$ cat src/rtl/apb_timer_if.sv
// APB slave bus bundle for apb_timer; PRDATA is driven combinationally by the slave.
// Zero wait states: no PREADY/PSLVERR, so the master never observes backpressure.
interface apb_timer_if;
  logic        PSEL;
  logic        PENABLE;
  logic        PWRITE;
  logic [31:0] PWDATA;
  logic [4:0]  PADDR;
  logic [31:0] PRDATA;

  modport master (output PSEL, PENABLE, PWRITE, PWDATA, PADDR, input PRDATA);
  modport slave  (input PSEL, PENABLE, PWRITE, PWDATA, PADDR, output PRDATA);
endinterface

$ cat src/rtl/apb_timer.sv
// APB down-counting timer with prescaler, periodic/one-shot modes and a level IRQ.
// Writes land on the access edge, reads are combinational, irq_out lags EXPIRED/IE by 1 clk; no backpressure.
module apb_timer #(
  parameter int CNT_WIDTH = 32,
  parameter int PS_WIDTH  = 16
) (
  input  logic       clk,
  input  logic       reset,
  apb_timer_if.slave apb,
  output logic       irq_out
);

  localparam logic [2:0] A_CTRL     = 3'd0;
  localparam logic [2:0] A_PRESCALE = 3'd1;
  localparam logic [2:0] A_RELOAD   = 3'd2;
  localparam logic [2:0] A_VALUE    = 3'd3;
  localparam logic [2:0] A_STATUS   = 3'd4;

  logic                 r_en;
  logic                 r_periodic;
  logic                 r_ie;
  logic [PS_WIDTH-1:0]  r_prescale;
  logic [PS_WIDTH-1:0]  r_ps_cnt;
  logic [CNT_WIDTH-1:0] r_reload;
  logic [CNT_WIDTH-1:0] r_count;
  logic                 r_expired;

  logic [2:0]  w_addr;
  logic        w_acc;
  logic        w_wr_ctrl;
  logic        w_wr_prescale;
  logic        w_wr_reload;
  logic        w_wr_value;
  logic        w_wr_status;
  logic        w_tick;
  logic        w_cnt_zero;
  logic        w_expire;
  logic        w_en_nxt;
  logic [31:0] w_rdata;
  logic        w_unused;

  assign w_addr        = apb.PADDR[4:2];
  assign w_acc         = apb.PSEL & apb.PENABLE & apb.PWRITE;
  assign w_wr_ctrl     = w_acc && (w_addr == A_CTRL);
  assign w_wr_prescale = w_acc && (w_addr == A_PRESCALE);
  assign w_wr_reload   = w_acc && (w_addr == A_RELOAD);
  assign w_wr_value    = w_acc && (w_addr == A_VALUE);
  assign w_wr_status   = w_acc && (w_addr == A_STATUS);

  assign w_tick     = r_en && (r_ps_cnt == r_prescale);
  assign w_cnt_zero = (r_count == '0);
  // A VALUE write on a tick edge owns the counter, so it also masks expiry.
  assign w_expire   = w_tick && w_cnt_zero && !w_wr_value;
  assign w_en_nxt   = w_wr_ctrl ? apb.PWDATA[0] : (r_en && !(w_expire && !r_periodic));

  assign w_unused = ^{apb.PADDR[1:0], apb.PWDATA};

  always_ff @(posedge clk or negedge reset) begin
    if (!reset) begin
      r_en       <= 1'b0;
      r_periodic <= 1'b0;
      r_ie       <= 1'b0;
      r_prescale <= '0;
      r_ps_cnt   <= '0;
      r_reload   <= '0;
      r_count    <= '0;
      r_expired  <= 1'b0;
      irq_out    <= 1'b0;
    end else begin
      r_en <= w_en_nxt;
      if (w_wr_ctrl) begin
        r_periodic <= apb.PWDATA[1];
        r_ie       <= apb.PWDATA[2];
      end
      if (w_wr_prescale) r_prescale <= apb.PWDATA[PS_WIDTH-1:0];
      if (w_wr_reload)   r_reload   <= apb.PWDATA[CNT_WIDTH-1:0];

      // Prescaler restarts its phase on enable, disable, tick and VALUE writes.
      if (w_wr_value || !r_en || !w_en_nxt || w_tick)
        r_ps_cnt <= '0;
      else
        r_ps_cnt <= r_ps_cnt + PS_WIDTH'(1);

      if (w_wr_value)
        r_count <= apb.PWDATA[CNT_WIDTH-1:0];
      else if (w_tick) begin
        if (!w_cnt_zero)
          r_count <= r_count - CNT_WIDTH'(1);
        else if (r_periodic)
          r_count <= r_reload;
      end

      if (w_expire)
        r_expired <= 1'b1;
      else if (w_wr_status && apb.PWDATA[0])
        r_expired <= 1'b0;

      irq_out <= r_expired & r_ie;
    end
  end

  always_comb begin
    w_rdata = '0;
    case (w_addr)
      A_CTRL:     w_rdata[2:0] = {r_ie, r_periodic, r_en};
      A_PRESCALE: w_rdata[PS_WIDTH-1:0] = r_prescale;
      A_RELOAD:   w_rdata[CNT_WIDTH-1:0] = r_reload;
      A_VALUE:    w_rdata[CNT_WIDTH-1:0] = r_count;
      A_STATUS:   w_rdata[0] = r_expired;
      default:    w_rdata = '0;
    endcase
  end

  assign apb.PRDATA = w_rdata;

endmodule

$ cat src/flat_wrapper.sv
// flat-port wrapper written by rule: the top's interface ports become plain ports
module apb_timer_flat 
#(
  parameter int CNT_WIDTH = 32,
  parameter int PS_WIDTH  = 16
)
  (clk, reset, irq_out, apb_PSEL, apb_PENABLE, apb_PWRITE, apb_PWDATA, apb_PADDR, apb_PRDATA);
  apb_timer_if apb_i ();
  input  logic clk;
  input  logic reset;
  output logic irq_out;
  input wire logic [$bits(apb_i.PSEL)-1:0] apb_PSEL;
  input wire logic [$bits(apb_i.PENABLE)-1:0] apb_PENABLE;
  input wire logic [$bits(apb_i.PWRITE)-1:0] apb_PWRITE;
  input wire logic [$bits(apb_i.PWDATA)-1:0] apb_PWDATA;
  input wire logic [$bits(apb_i.PADDR)-1:0] apb_PADDR;
  output wire logic [$bits(apb_i.PRDATA)-1:0] apb_PRDATA;
  assign apb_i.PSEL = apb_PSEL;
  assign apb_i.PENABLE = apb_PENABLE;
  assign apb_i.PWRITE = apb_PWRITE;
  assign apb_i.PWDATA = apb_PWDATA;
  assign apb_i.PADDR = apb_PADDR;
  assign apb_PRDATA = apb_i.PRDATA;
  apb_timer #(.CNT_WIDTH(CNT_WIDTH), .PS_WIDTH(PS_WIDTH)) u_core (.clk(clk), .reset(reset), .apb(apb_i), .irq_out(irq_out));
endmodule
$ cat config.mk
export PLATFORM = sky130hd
export DESIGN_NAME = apb_timer_flat
export DESIGN_NICKNAME = d
export VERILOG_FILES = /design/src/rtl/apb_timer_if.sv /design/src/rtl/apb_timer.sv /design/src/flat_wrapper.sv
export SDC_FILE = /design/constraint.sdc
export NUM_CORES = 1
export LEC_CHECK = 0
export CAP_MARGIN = 15
export CORE_MARGIN = 1
export CORE_UTILIZATION = 50
export CTS_CLUSTER_SIZE = 24
export DETAILED_ROUTE_END_ITERATION = 10
export HOLD_SLACK_MARGIN = 0.06
export PLACE_DENSITY_LB_ADDON = 0.2
export SLEW_MARGIN = 0
export SYNTH_ARGS = -nofsm -noshare
export SYNTH_HDL_FRONTEND = slang
export SYNTH_SLANG_ARGS = --single-unit
$ cat constraint.sdc
create_clock -name clk -period 4.26 [get_ports clk]
set_clock_uncertainty 0.15 [all_clocks]
set_input_delay 0.426 -clock clk [delete_from_list [all_inputs] [get_ports clk]]
set_output_delay 0.426 -clock clk [all_outputs]
set_load 0.01 [all_outputs]
==> metrics, run 1 <==
status=finished clean; clock sink count=between 100 and 150; H-tree depth=3; critical path's slowest cell=or4_1; Cell variety after synth=67; critical path arrival=3.51 ns; CTS max path bufs=2; post_cts resized=0; die width=113 µm; drc violations=0; r2r setup slk=between 0.8 and 0.9 ns; r2r worst-path depth=6; Post-synth EDFFs=0; Mapped Cells=around 600; synthesized area=just over 6000 µm²; Crit Path Max Fanout=14; num rows=40; Crit Path Class=register to register; sequential area share after synthesis=between 40% and 50%; final setup fails=0; fill count=998; worst-case vdd ir drop=approximately 0.00026 V; HPWL after detailed placement=about 12000 µm; Yosys warnings=0; via count=5314; antenna-violating nets left=0; Via density=6.42; CP Launch Type=register; first-pass GRT wire length=between 20000 and 30000 µm; core area=between 10000 and 15000 µm²; Mapped Nets=between 600 and 700; area of the multi-input gates=around 3400 µm²; maxcap violations=0; # Post-CTS Setup Buffers=0; class of the tightest hold or removal check=input pin to asynchronous set/reset pin; die area=between 10000 and 15000 µm²; CTS Buf Count=9; Total Routing Usage GR=between 20% and 30%; combinational share of power=a little over a fifth; antenna violations before repair=0; Final min period=between 3 and 4 ns; Initial Util=about half; critical register-to-register path endpoint=u_core.r_count[5]$_DFFE_PN0P_; reg-to-reg startpoint=u_core.r_count[17]$_DFFE_PN0P_; Worst-path clk slew=about 0.07 ns; power share of the clock group=about a third; Sw Ratio=30.3%; asr flop ratio synth=100%; GR Overflow Total=0; Synth-to-Final Area Change=19.6%; Syn Area/Cell=9.94 µm²; Root Buffer=clkbuf_16; fin. max-slew vios=0; starting DRC count in detailed routing=just over 400; cells along the critical path=or4_1 > or4_4 > o211ai_2 > buf_4 > nand2_1 > mux2_2; Placed Area=around 7000 µm²; setup_tns=0 ns; Max Clk Rate=a little under 300 MHz; final hold viol count=0; cts hold-fix bufs=0; switching pwr=between 0.8 and 0.9 mW; design area=7320 µm²; ANT cells=0; PD cells=between 300 and 400 nW/µm²; Top Ports=75; TritonCTS clock tree=done; PortBufs=72; vias in the first global route=5063; Synth Flop Type=dfrtp_1; sequential power share=approximately 46%; clock latency on the worst-skew pair=about 0.36 ns; Power Internal=between 1.5 and 2 mW; RD Place Congestion=between 0.8 and 0.9; Leakage=between 2 and 3 nW; WL final=around 17000 µm; Final #Nets=around 700; Tot Pwr=2.73 mW; FF/Latch Area=2530 µm²; crit share post-route=approximately four fifths; CP required=between 4 and 5 ns; CP Capture Type=register; First-pass DRT Iterations=6; Worst Max-Slew Pin Slew=about 1 ns; share of post-route cells with drive strength above 1=17.2%; wire length per cell=between 20 and 25 µm; #FFs+latches synth=slightly above 100; Crit path largest cell delay=slightly below 0.8 ns; Die Height=113 µm; Slew HR=about a third; largest net degree at the start of global routing=between 70 and 80; unrepaired setup endpoints after global routing=no
-- stage by stage --
step           cells  hold slack (ns)  util (%)  setup slack (ns)
4_1_cts          828            0.112      61.2             0.886
3_3_place_gp     812            0.333      58.6             0.937
5_1_grt          828            0.155      61.2             0.714
3_5_place_dp     812            0.338      58.6             0.878
6_report         828           0.0689      61.2             0.843
2_1_floorplan    616          -0.0196         -              1.51
-- synthesized netlist by cell type, types with 3 or more instances --
cell type  instances  area (µm²)
a211oi_1           4        30.0
a21oi_1            9        45.0
a22o_1            19         166
a22oi_1           22         165
a2bb2oi_1         17         149
a31oi_1            3        18.8
a41oi_1            3        26.3
and2_1             4        25.0
and3_1             6        37.5
and4_1             3        26.3
buf_1              8        30.0
buf_2              9        45.0
clkbuf_1          22        82.6
dfrtp_1          101        2530
ha_1               3        37.5
inv_1             13        48.8
mux2_2            66         743
mux2i_1            3        30.0
nand2_1           38         143
nand3_1           15        75.1
nand4_1           13        81.3
nor2_1            67         251
nor2b_1            4        25.0
nor3_1            16        80.1
nor3b_1            3        22.5
nor4_1            11        68.8
o211ai_1           3        22.5
o21ai_0           20         100
o221ai_1           4        35.0
o22a_1             8        70.1
o2bb2a_1           4        40.0
o2bb2ai_1          3        26.3
o31ai_1            5        37.5
o32ai_1            5        43.8
or4_1              7        52.6
xnor2_1           20         175
xor2_1            13         114
-- final cells by class --
type	instances	area share [%]
clock buffer	12	3.50
timing repair buffer	91	11.9
clock inverter	4	0.752
tap	147	2.51
multi-input combinational	460	46.1
sequential	101	34.5
inverter	13	0.667
-- per-layer routing --
metal / global-route usage [%] / vias to the layer above / share of wire, % / wire length (µm)
met5: 0 / - / 0 / 0
met4: 9.78 / 0 / 2.2 / 384
met3: 6.75 / 36 / 6.2 / 1060
met2: 44.5 / 216 / 47 / 8090
met1: 38.1 / 2617 / 44 / 7650
li1: - / 2445 / - / -
-- critical path: cells and delay by family (launching register included) --
family / cells / cell delay (ns)
AOI/OAI and AO/OA: 1 / 0.19
buffers and inverters: 1 / 0.24
DFF: 1 / 0.42
muxes: 1 / 0.42
and+or+nand+nor: 3 / 1.88
-- registers in the layout (all words and copies together), names as in the netlist --
name	count
u_core.r_expired	1
u_core.r_reload	32
u_core.r_periodic	1
u_core.r_en	1
u_core.irq_out	1
u_core.r_prescale	16
u_core.r_ie	1
u_core.r_count	32
u_core.r_ps_cnt	16
-- cells in the final DEF, fill, tap and decap left out, types with 5 or more instances in the layout --
master | netlist | routed
a22o_1 | 19 | 19
mux2_2 | 66 | 66
o21ai_0 | 20 | 20
nand4_1 | 13 | 13
a21oi_1 | 9 | 9
nand2_1 | 38 | 38
nor2_1 | 67 | 66
inv_1 | 13 | 13
o31ai_1 | 5 | 5
buf_4 | 2 | 19
a2bb2oi_1 | 17 | 17
clkbuf_16 | 0 | 9
a22oi_1 | 22 | 22
o22a_1 | 8 | 8
nand3_1 | 15 | 15
o32ai_1 | 5 | 5
dfrtp_1 | 101 | 101
xnor2_1 | 20 | 20
and3_1 | 6 | 6
or4_1 | 7 | 7
nor4_1 | 11 | 11
nor3_1 | 16 | 16
xor2_1 | 13 | 13
clkdlybuf4s50_1 | 0 | 71
-- power groups by stage --
stage | Sequential, mW | Clock, mW | Combinational, mW
detailed placement | 1.28 | 0 | 0.587
global route | 1.28 | 0.923 | 0.649
finish | 1.27 | 0.871 | 0.592
floorplan | 1.22 | 0 | 0.393
CTS | 1.26 | 0.887 | 0.591
global placement | 1.27 | 0 | 0.572
-- cells by family (layout without fill, tap and decap cells) --
logic type	Yosys count	after routing	synth area share [%]
AOI/OAI and AO/OA	148	148	18.8
buffers and inverters	55	120	3.80
DFF	101	101	41.3
adders and majority gates	3	3	0.613
muxes	71	71	13.4
and+or+nand+nor	205	205	17.4
xor gates and xnor gates	33	33	4.72
-- how the worst max path moves through the flow --
stage,from,end,slack (ns),depth (start not counted)
finish,u_core.r_count[17]$_DFFE_PN0P_,u_core.r_count[5]$_DFFE_PN0P_,0.84,6
global route,u_core.r_count[17]$_DFFE_PN0P_,u_core.r_count[29]$_DFFE_PN0P_,0.71,6
global placement,u_core.r_count[15]$_DFFE_PN0P_,u_core.r_count[5]$_DFFE_PN0P_,0.94,6
detailed placement,u_core.r_count[0]$_DFFE_PN0P_,u_core.r_count[1]$_DFFE_PN0P_,0.88,8
CTS,u_core.r_count[17]$_DFFE_PN0P_,u_core.r_count[5]$_DFFE_PN0P_,0.89,6
floorplan,u_core.r_count[0]$_DFFE_PN0P_,u_core.r_count[27]$_DFFE_PN0P_,1.51,9
Power figures use the tool's default switching activity.
==> inputs of run 2 (changes only) <==
- clock period: 4.26 -> 2.8 ns (I/O delays scaled with it)
==> metrics, run 2 (synthesized netlist as in run 1, its figures left out) <==
GR Overflow Total=0 (unchanged); Worst Max-Slew Pin Slew=0.658 ns (-0.336 ns); worst-case vdd ir drop=0.000542 V (+110%); num rows=40 (unchanged); starting DRC count in detailed routing=470 (+15%); RD Place Congestion=0.916 (+8.9%); Leakage=3.08 nW (+9.7%); antenna violations before repair=0 (unchanged); clock latency on the worst-skew pair=0.35 ns (about the same); HPWL after detailed placement=12800 µm (+7.5%); design area=7790 µm² (+6.5%); Initial Util=51.2% (unchanged); Critical Path Start=u_core.r_count[17]$_DFFE_PN0P_; wire length per cell=20.2 µm (-2.8%); class of the tightest hold or removal check=input pin to asynchronous set/reset pin; fin. max-slew vios=0 (unchanged); Top Ports=75 (unchanged); Final min period=2.75 ns (-0.665 ns); met1 WL=7910 µm (+3.4%); Final #Nets=769 (+6.7%); Largest regs=u_core.r_count x32, u_core.r_reload x32; Root Buffer=clkbuf_16; Slew HR=56.1% (+22 points); r2r setup slk=0.05 ns (-0.80 ns); Crit Path Class=register to register; met2 wire len=8350 µm (+3.2%); Layout Cells excl Fill=876 (+5.8%); CTS Buf Count=9 (unchanged); final core occ=65.2% (+4.0 points); Via density=6.30 (-1.9%); CP Capture Type=register; status=finished clean; crit share post-route=98.3% (+18 points); share of post-route cells with drive strength above 1=24.3% (+7.1 points); die area=12700 µm² (unchanged); reg-to-reg startpoint=u_core.r_count[17]$_DFFE_PN0P_; core area=12000 µm² (unchanged); Worst-path clk slew=0.07 ns (about the same); ANT cells=0 (unchanged); final hold viol count=0 (unchanged); antenna-violating nets left=0 (unchanged); Die Height=113 µm (unchanged); DR top layer=met4; via count=5516 (+3.8%); maxcap violations=0 (unchanged); Crit Path Max Fanout=8 (-6); CTS max path bufs=2 (unchanged); First-pass DRT Iterations=5 (-1); PortBufs=72 (unchanged); Cell Count Post-Placement=857 (+5.5%); WL final=17700 µm (+2.9%); most frequent cells in the layout=dfrtp_1 (100), clkdlybuf4s50_1 (71), mux2_2 (66); vias in the first global route=5440 (+7.4%); commonest non-fill, non-tap cell in the layout=dfrtp_1; first-pass GRT wire length=28700 µm (+4.3%); PD cells=550 nW/µm² (+47%); clock sink count=101 (unchanged); die width=113 µm (unchanged); setup_tns=0 ns (unchanged); largest net degree at the start of global routing=67 (-13%); drc violations=0 (unchanged); Max Clk Rate=363 MHz (+24%); Synth-to-Final Area Change=27.4%; CP required=2.89 ns (-1.47 ns); H-tree depth=3 (unchanged); CP Launch Type=register; Met3 Wirelength=943 µm (-11%); final setup fails=0 (unchanged); Total Routing Usage GR=29.1% (+0.83 points); critical path arrival=2.84 ns (-0.67 ns); Placed Area=7410 µm² (+5.7%); TritonCTS clock tree=done
[run 2: what timing repair did]
| item | CTS | global route |
|---|---|---|
| hold buffers | 1 | 0 |
| buffers inserted | 1 | 1 |
| pin swaps | 1 | 3 |
| endpoints found under the setup margin | 12 | 16 |
| resized for setup | 4 | 13 |
| endpoints found under the hold margin | 46 | 0 |
[run 2: cell type report]
| class | count | area (µm²) |
|---|---|---|
| Tap cell | 147 | 184 |
| Multi-Input combinational cell | 460 | 3430 |
| Clock buffer | 9 | 225 |
| Timing Repair Buffer | 139 | 1310 |
| Sequential cell | 101 | 2530 |
| Inverter | 13 | 48.8 |
| Clock inverter | 7 | 73.8 |
| Fill cell | 1000 | 4170 |
[run 2: metrics by stage]
| step | hold slack, ns | setup WS (ns) | total power, mW |
|---|---|---|---|
| floorplan | -0.166 | 0.0480 | 2.45 |
| global placement | 0.187 | -0.0203 | 2.94 |
| detailed placement | 0.202 | -0.0696 | 2.97 |
| CTS | 0.357 | 0.00986 | 4.26 |
| global route | 0.391 | -0.0108 | 4.48 |
| finish | 0.341 | 0.0479 | 4.29 |
[run 2: critical path: stages, from the launching register on]
cell,delay [ns]
dfrtp_1,0.37
or4_1,0.60
or4_4,0.59
o211ai_2,0.31
buf_4,0.24
a22oi_1,0.09
o2bb2a_1,0.30
[run 2: final timing paths]
path,endpoint,cells past startpoint
worst min register to register,u_core.r_ps_cnt[0]$_DFF_PN0_,1
worst max register to register,u_core.r_count[27]$_DFFE_PN0P_,6
min in group clk,u_core.r_ps_cnt[0]$_DFF_PN0_,1
worst min-delay path,u_core.r_reload[24]$_DFFE_PN0P_,2
max in group asynchronous,u_core.r_count[13]$_DFFE_PN0P_,3
worst max-delay path,u_core.r_count[27]$_DFFE_PN0P_,6
[run 2: where the power goes]
part | leakage, nW | switching (mW) | total [mW] | internal, mW
Combinational | 1.67 | 0.529 | 1.14 | 0.607
Clock | 0.134 | 0.584 | 1.28 | 0.695
Sequential | 1.27 | 0.206 | 1.87 | 1.66
Total | 3.08 | 1.32 | 4.29 | 2.97
[run 2: routing by layer]
metal  vias up  global-route usage (%)
met5         -                       0
met4         0                    11.2
met3        33                    5.40
met2       184                    47.3
met1      2762                    38.4
li1       2537                       -
